===== src/rtl/mips_multicycle_ctrl.sv =====
// Multi-cycle MIPS control sequencer.
// A Moore FSM walks each instruction through FETCH/DECODE/execute/memory/
// write-back. One ALU and one unified memory port are shared between
// these steps. The opcode is captured in DECODE so that later steps do not
// depend on the instruction register staying stable.
//
// Memory handshake: o_mem_req is held high, with o_memWrite and o_iorD
// stable, for as long as the FSM sits in FETCH, MRD or MWR. A transfer
// completes in exactly one cycle: the cycle in which o_mem_req and
// i_mem_ready are both high. That cycle may be the first cycle of the
// request (zero wait). i_mem_ready has no effect while o_mem_req is low.
module mips_multicycle_ctrl (
  input  logic       i_clk,
  input  logic       i_rst_n,
  input  logic [5:0] i_opCode,
  input  logic       i_zero,
  input  logic       i_mem_ready,
  output logic       o_mem_req,
  output logic       o_memWrite,
  output logic       o_iorD,
  output logic       o_irWrite,
  output logic       o_pcWrite,
  output logic [1:0] o_pcSrc,
  output logic       o_aluSrcA,
  output logic [1:0] o_aluSrcB,
  output logic [1:0] o_aluOp,
  output logic       o_extOp,
  output logic       o_regDst,
  output logic       o_regWrite,
  output logic       o_memToReg,
  output logic       o_illegal,
  output logic [3:0] o_state
);

  // Opcode values of the supported instructions
  localparam logic [5:0] OP_RTYPE = 6'b000000;
  localparam logic [5:0] OP_J     = 6'b000010;
  localparam logic [5:0] OP_BEQ   = 6'b000100;
  localparam logic [5:0] OP_BNE   = 6'b000101;
  localparam logic [5:0] OP_ADDI  = 6'b001000;
  localparam logic [5:0] OP_ADDIU = 6'b001001;
  localparam logic [5:0] OP_SLTI  = 6'b001010;
  localparam logic [5:0] OP_ANDI  = 6'b001100;
  localparam logic [5:0] OP_ORI   = 6'b001101;
  localparam logic [5:0] OP_XORI  = 6'b001110;
  localparam logic [5:0] OP_LW    = 6'b100011;
  localparam logic [5:0] OP_SW    = 6'b101011;

  typedef enum logic [3:0] {
    S_RST   = 4'd0,
    S_FETCH = 4'd1,
    S_DEC   = 4'd2,
    S_EXR   = 4'd3,
    S_WBR   = 4'd4,
    S_EXI   = 4'd5,
    S_WBI   = 4'd6,
    S_MADDR = 4'd7,
    S_MRD   = 4'd8,
    S_MWB   = 4'd9,
    S_MWR   = 4'd10,
    S_BR    = 4'd11,
    S_JMP   = 4'd12,
    S_HALT  = 4'd13
  } state_t;

  state_t     state_q;
  state_t     state_d;
  state_t     dispatch;
  logic [5:0] op_q;
  logic       illegal_q;
  logic       imm_signed;
  logic       is_bne;

  // Pick the first execute state from the live opcode while in DECODE
  always_comb begin
    dispatch = S_HALT;
    case (i_opCode)
      OP_RTYPE: dispatch = S_EXR;
      OP_ADDI,
      OP_ADDIU,
      OP_SLTI,
      OP_ANDI,
      OP_ORI,
      OP_XORI:  dispatch = S_EXI;
      OP_LW,
      OP_SW:    dispatch = S_MADDR;
      OP_BEQ,
      OP_BNE:   dispatch = S_BR;
      OP_J:     dispatch = S_JMP;
      default:  dispatch = S_HALT;
    endcase
  end

  // Properties of the latched opcode used after DECODE
  assign imm_signed = (op_q == OP_ADDI) || (op_q == OP_SLTI);
  assign is_bne     = (op_q == OP_BNE);

  // State register; reset aborts any instruction immediately
  always_ff @(posedge i_clk or negedge i_rst_n) begin
    if (!i_rst_n) begin
      state_q <= S_RST;
    end else begin
      state_q <= state_d;
    end
  end

  // Capture the opcode once, in DECODE
  always_ff @(posedge i_clk or negedge i_rst_n) begin
    if (!i_rst_n) begin
      op_q <= 6'b000000;
    end else if (state_q == S_DEC) begin
      op_q <= i_opCode;
    end
  end

  // Sticky illegal-opcode flag, set on the way into HALT
  always_ff @(posedge i_clk or negedge i_rst_n) begin
    if (!i_rst_n) begin
      illegal_q <= 1'b0;
    end else if ((state_q == S_DEC) && (dispatch == S_HALT)) begin
      illegal_q <= 1'b1;
    end
  end

  // Next-state logic
  always_comb begin
    state_d = state_q;
    case (state_q)
      S_RST:   state_d = S_FETCH;
      S_FETCH: state_d = i_mem_ready ? S_DEC : S_FETCH;
      S_DEC:   state_d = dispatch;
      S_EXR:   state_d = S_WBR;
      S_WBR:   state_d = S_FETCH;
      S_EXI:   state_d = S_WBI;
      S_WBI:   state_d = S_FETCH;
      S_MADDR: state_d = (op_q == OP_SW) ? S_MWR : S_MRD;
      S_MRD:   state_d = i_mem_ready ? S_MWB : S_MRD;
      S_MWB:   state_d = S_FETCH;
      S_MWR:   state_d = i_mem_ready ? S_FETCH : S_MWR;
      S_BR:    state_d = S_FETCH;
      S_JMP:   state_d = S_FETCH;
      S_HALT:  state_d = S_HALT;
      default: state_d = S_RST;
    endcase
  end

  // Per-state datapath controls; only FETCH and BR look at inputs
  always_comb begin
    o_mem_req  = 1'b0;
    o_memWrite = 1'b0;
    o_iorD     = 1'b0;
    o_irWrite  = 1'b0;
    o_pcWrite  = 1'b0;
    o_pcSrc    = 2'b00;
    o_aluSrcA  = 1'b0;
    o_aluSrcB  = 2'b00;
    o_aluOp    = 2'b00;
    o_extOp    = 1'b0;
    o_regDst   = 1'b0;
    o_regWrite = 1'b0;
    o_memToReg = 1'b0;
    case (state_q)
      S_FETCH: begin
        // PC+4 is computed while the instruction is read
        o_mem_req = 1'b1;
        o_aluSrcB = 2'b01;
        o_irWrite = i_mem_ready;
        o_pcWrite = i_mem_ready;
      end
      S_DEC: begin
        // Branch target PC + (sext(imm) << 2) precomputed speculatively
        o_aluSrcB = 2'b11;
        o_extOp   = 1'b1;
      end
      S_EXR: begin
        o_aluSrcA = 1'b1;
        o_aluOp   = 2'b10;
      end
      S_WBR: begin
        o_regDst   = 1'b1;
        o_regWrite = 1'b1;
      end
      S_EXI: begin
        o_aluSrcA = 1'b1;
        o_aluSrcB = 2'b10;
        o_aluOp   = 2'b11;
        o_extOp   = imm_signed;
      end
      S_WBI: begin
        // Extension kept steady through write-back
        o_regWrite = 1'b1;
        o_extOp    = imm_signed;
      end
      S_MADDR: begin
        o_aluSrcA = 1'b1;
        o_aluSrcB = 2'b10;
        o_extOp   = 1'b1;
      end
      S_MRD: begin
        o_mem_req = 1'b1;
        o_iorD    = 1'b1;
      end
      S_MWB: begin
        o_regWrite = 1'b1;
        o_memToReg = 1'b1;
      end
      S_MWR: begin
        o_mem_req  = 1'b1;
        o_memWrite = 1'b1;
        o_iorD     = 1'b1;
      end
      S_BR: begin
        // Compare by subtraction; take branch on zero (BEQ) or non-zero (BNE)
        o_aluSrcA = 1'b1;
        o_aluOp   = 2'b01;
        o_pcSrc   = 2'b01;
        o_pcWrite = is_bne ? ~i_zero : i_zero;
      end
      S_JMP: begin
        o_pcWrite = 1'b1;
        o_pcSrc   = 2'b10;
      end
      default: begin
      end
    endcase
  end

  assign o_illegal = illegal_q;
  assign o_state   = state_q;

endmodule

===== config.mk =====
export PLATFORM = sky130hd
export DESIGN_NAME = mips_multicycle_ctrl
export DESIGN_NICKNAME = d
export VERILOG_FILES = /design/src/rtl/mips_multicycle_ctrl.sv
export SDC_FILE = /design/constraint.sdc
export NUM_CORES = 1
export LEC_CHECK = 0
export CAP_MARGIN = 0
export CORE_MARGIN = 2
export CORE_UTILIZATION = 44
export CTS_CLUSTER_SIZE = 25
export DETAILED_ROUTE_END_ITERATION = 8
export GPL_TIMING_DRIVEN = 1
export PLACE_DENSITY = 0.88
export SETUP_SLACK_MARGIN = 0.05
export SKIP_LAST_GASP = 1
export SLEW_MARGIN = 10
export SYNTH_ARGS = -nofsm -noshare
export SYNTH_HDL_FRONTEND = slang
export SYNTH_SLANG_ARGS = --single-unit

===== constraint.sdc =====
create_clock -name i_clk -period 2 [get_ports i_clk]
set_input_delay 0.4 -clock i_clk [delete_from_list [all_inputs] [get_ports i_clk]]
set_output_delay 0.4 -clock i_clk [all_outputs]
set_load 0.05 [all_outputs]

==> qor.csv <==
stage,metric,value,unit
power,reported net switching power,1.359,mW
floorplan,number of top-level design ports,31,
sta,minimum clock period,2151,ps
yosys,unique cell type count in the Yosys netlist,36,
clocking,Root Buffer Master,sky130_fd_sc_hd__clkbuf_4,
sta,Final Setup Violations,2,
floorplan,initial standard-cell utilization of the core,47.93,%
sta,number of hold violations in the final report,0,
power,Clock Power Share,5.8,%
power,Sw Ratio,51.20,%
detailed_routing,via count of the routed design,956,
yosys,Synth Instances,107,
critical_path,startpoint type of the worst setup path,flip-flop,
critical_path,slowest CP cell,sky130_fd_sc_hd__dfrtp_2,
yosys,Synthesized Nets,117,
critical_path,largest driver fanout on the critical path,3,
clocking,"Clk Latency, worst-skew pair",280,ps
sta,pin slew with the least headroom to its limit,490.2,ps
power,worst voltage drop across the vdd grid,0.001091,V
yosys,number of synthesized flops with an enable pin,0,
cells_and_area,fin cells,169,
power,Int Pwr,1.295,mW
power,PwrDens,1738,nW/um^2
cells_and_area,area overhead of the layout relative to synthesis,78.62,%
critical_path,critical path required time,1600,ps
power,share of power burned in combinational logic,78.5,%
critical_path,Buf/Inv on CP,1,
clocking,CTS H-tree depth,1,
cells_and_area,number of nets in the final layout,155,
power,Leakage Power,0.6121,nW
sta,RSZ-0062 raised after global routing,true,
detailed_routing,routed wirelength normalized by instance count,14.55,um
detailed_routing,violation count after the first detailed-routing iteration,18,
floorplan,Chip Height,48.07,um
floorplan,core area,1783,um^2
sta,period utilisation layout,107.6,%
cells_and_area,diode insertion count for antenna repair,0,
outcome,outcome,"finished, violations left",
floorplan,# rows,15,
yosys,"FFs w/ async S/R, synth",100.0,%
cells_and_area,total of fill cells in the finished design,94,
sta,setup skew after layout,3.796,ps
yosys,total number of yosys warnings,0,
power,sequential share of power,15.7,%
clocking,clock tree from TritonCTS,yes,
outcome,failing checks,negative setup slack,
global_route,global-route wire length before repair,3912,um
global_route,overall fraction of global-route tracks in use,24.34,%
yosys,mean instance size in the synthesized netlist,7.987,um^2
placed_design,sum of net half-perimeters after detailed placement,1825,um
detailed_routing,number of design rule violations left after detail routing,0,
yosys,synthesized cell area,854.6,um^2
sta,worst path setup slack after routing,-151.5,ps
global_route,total overflow reported by the global router,0,
clocking,Clock Path Buffers,2,
yosys,Main synth FF type,sky130_fd_sc_hd__dfrtp_1,
global_route,largest net degree at the start of global routing,21,
clocking,clock transition time at the flip-flop clock pins of the worst setup and hold paths,70,ps
placed_design,Buffers on Ports,30,
detailed_routing,Detailed Route WL,2459,um
floorplan,area of the die,2311,um^2
critical_path,CP Class,flip-flop to primary output,
sta,total count of max-transition violations in the final report,0,
critical_path,Arrival @ worst endpoint,1750,ps
yosys,number of synthesized register bits,11,
critical_path,cell breakdown of the critical path,and2b_1 > nand3_2 > o32a_1 > o211ai_1 > buf_12,
critical_path,Crit path max-delay family,compound AO/OA/AOI/OAI gates,
critical_path,"Largest stage delay, worst path",400,ps
floorplan,width of the die,48.07,um
critical_path,kind of end point of the critical path,primary output,
placed_design,final weighted congestion of routability-driven global placement,0.8300,
sta,tightest slew margin relative to the limit,67.22,%
cells_and_area,multi-input gate area in the final layout,646.9,um^2
sta,maximum clock frequency,464.8,MHz
placed_design,post-placement cell count,164,
placed_design,Worst Setup Slack post-DPL,21.63,ps
worst_hold_path,Worst Hold Class,primary input to asynchronous set/reset pin,
detailed_routing,Antenna Violating Nets Remaining,0,
cells_and_area,Sequential Area,280.3,um^2
detailed_routing,router iterations before antenna repair,4,
clocking,clk sinks,11,
run,number of violations of the max-capacitance limit,0,
global_route,via count of the first global-routing pass,899,
clocking,number of buffers created by CTS,3,
cells_and_area,ratio of cells with drive above 1 in the final layout,48.61,%
global_route,number of antenna violations at the first check in global routing,0,
detailed_routing,DR vias/cell,5.657,
yosys,sequential-to-total area share from yosys stat,32.21,%
[flip-flops by register name, indices dropped and copies added, names as in the netlist]
| name | flops |
|---|---|
| op_q | 6 |
| o_state | 4 |
| o_illegal | 1 |
[metal layers]
| layer | global-route usage [%] | vias up | wire (um) |
|---|---|---|---|
| met5 | 0 | - | 0 |
| met4 | 9.730 | 0 | 52 |
| met3 | 1.509 | 8 | 132 |
| met2 | 45.60 | 45 | 1364 |
| met1 | 28.44 | 439 | 910 |
| li1 | - | 464 | - |
[per-stage QoR]
step           hold slack (ps)  area [um^2]  power [mW]  TNS (ps)  utilization (%)
3_5_place_dp             459.9         1450       2.408         0            81.33
6_report                 446.9         1526       2.653    -258.2            85.61
5_1_grt                  490.2         1526       2.794    -409.6            85.61
2_1_floorplan            104.4        938.4       1.614    -565.6                -
3_3_place_gp             462.9         1450       2.371         0            81.33
4_1_cts                  466.7         1500       2.602    -243.0            84.14
[final cells by class]
type / instances / area share [%]
Clock buffer: 3 / 1.475
Clock inverter: 1 / 0.3279
Inverter: 4 / 0.9836
Multi-Input combinational cell: 85 / 42.38
Sequential cell: 11 / 18.36
Tap cell: 25 / 2.049
Timing Repair Buffer: 40 / 34.43
[path summary, 6_finish.rpt]
kind / cells after the start / from / slack [ps] / end
min in group i_clk: 2 / o_illegal / 470 / o_illegal
min reg2reg: 2 / o_illegal / 470 / o_illegal
max in group asynchronous: 1 / i_rst_n / 1200 / o_state[1]
min: 1 / i_rst_n / 450 / op_q[4]
max reg2reg: 5 / o_state[0] / 380 / o_state[1]
max: 5 / o_state[3] / -150 / o_extOp
[logic make-up (layout without fill, tap and decap cells)]
| family | count (synthesis) | count (layout) | share of synthesized area [%] |
|---|---|---|---|
| compound gates | 24 | 24 | 19.62 |
| xor+xnor | 3 | 3 | 3.075 |
| buf+inv | 11 | 48 | 6.003 |
| flops | 11 | 11 | 32.21 |
| mux | 6 | 6 | 7.906 |
| simple gates | 52 | 52 | 31.19 |
[power groups by stage]
stage               registers (mW)  logic, mW  clock network, mW
floorplan                    0.497       1.12                  0
global placement             0.407       1.96                  0
detailed placement           0.412       2.00                  0
CTS                          0.413       2.04              0.153
global route                 0.426       2.20              0.167
finish                       0.418       2.08              0.153
[synthesized netlist by cell type (2+ instances only)]
cell type,number,area (um^2)
sky130_fd_sc_hd__nor2_1,18,67.56
sky130_fd_sc_hd__dfrtp_1,11,275.3
sky130_fd_sc_hd__nand2_1,8,30.03
sky130_fd_sc_hd__nor3_1,8,40.04
sky130_fd_sc_hd__mux2_2,6,67.56
sky130_fd_sc_hd__a21oi_1,4,20.02
sky130_fd_sc_hd__a31oi_1,4,25.02
sky130_fd_sc_hd__inv_1,4,15.01
sky130_fd_sc_hd__nand2b_1,4,25.02
sky130_fd_sc_hd__nand3_1,4,20.02
sky130_fd_sc_hd__o21ai_0,3,15.01
sky130_fd_sc_hd__o22ai_1,3,18.77
sky130_fd_sc_hd__buf_1,2,7.510
sky130_fd_sc_hd__buf_2,2,10.01
sky130_fd_sc_hd__clkbuf_1,2,7.510
sky130_fd_sc_hd__nor2b_1,2,12.51
sky130_fd_sc_hd__o211ai_1,2,15.01
sky130_fd_sc_hd__xor2_1,2,17.52
[placed cells by master, fill, tap and decap left out, drive strengths merged, types with 2 or more instances in the layout]
| cell | n |
|---|---|
| mux2 | 6 |
| buf | 30 |
| o22ai | 3 |
| nand3 | 4 |
| o21ai | 3 |
| o211ai | 3 |
| nor3 | 8 |
| or4 | 2 |
| dfrtp | 11 |
| nand2b | 4 |
| a21oi | 4 |
| nor2 | 18 |
| nor2b | 2 |
| clkbuf | 3 |
| inv | 4 |
| nand2 | 8 |
| a31oi | 4 |
| xor2 | 2 |
| clkdlybuf4s50 | 10 |
[what timing repair did]
action | in CTS | in global routing
buffers inserted | 1 | 0
endpoints found under the setup margin | 5 | 6
cloned | 0 | 0
resized for setup | 4 | 6
pin swaps | 5 | 2
hold buffers | 0 | 0
No activity file was read; power rests on OpenSTA's default activity.
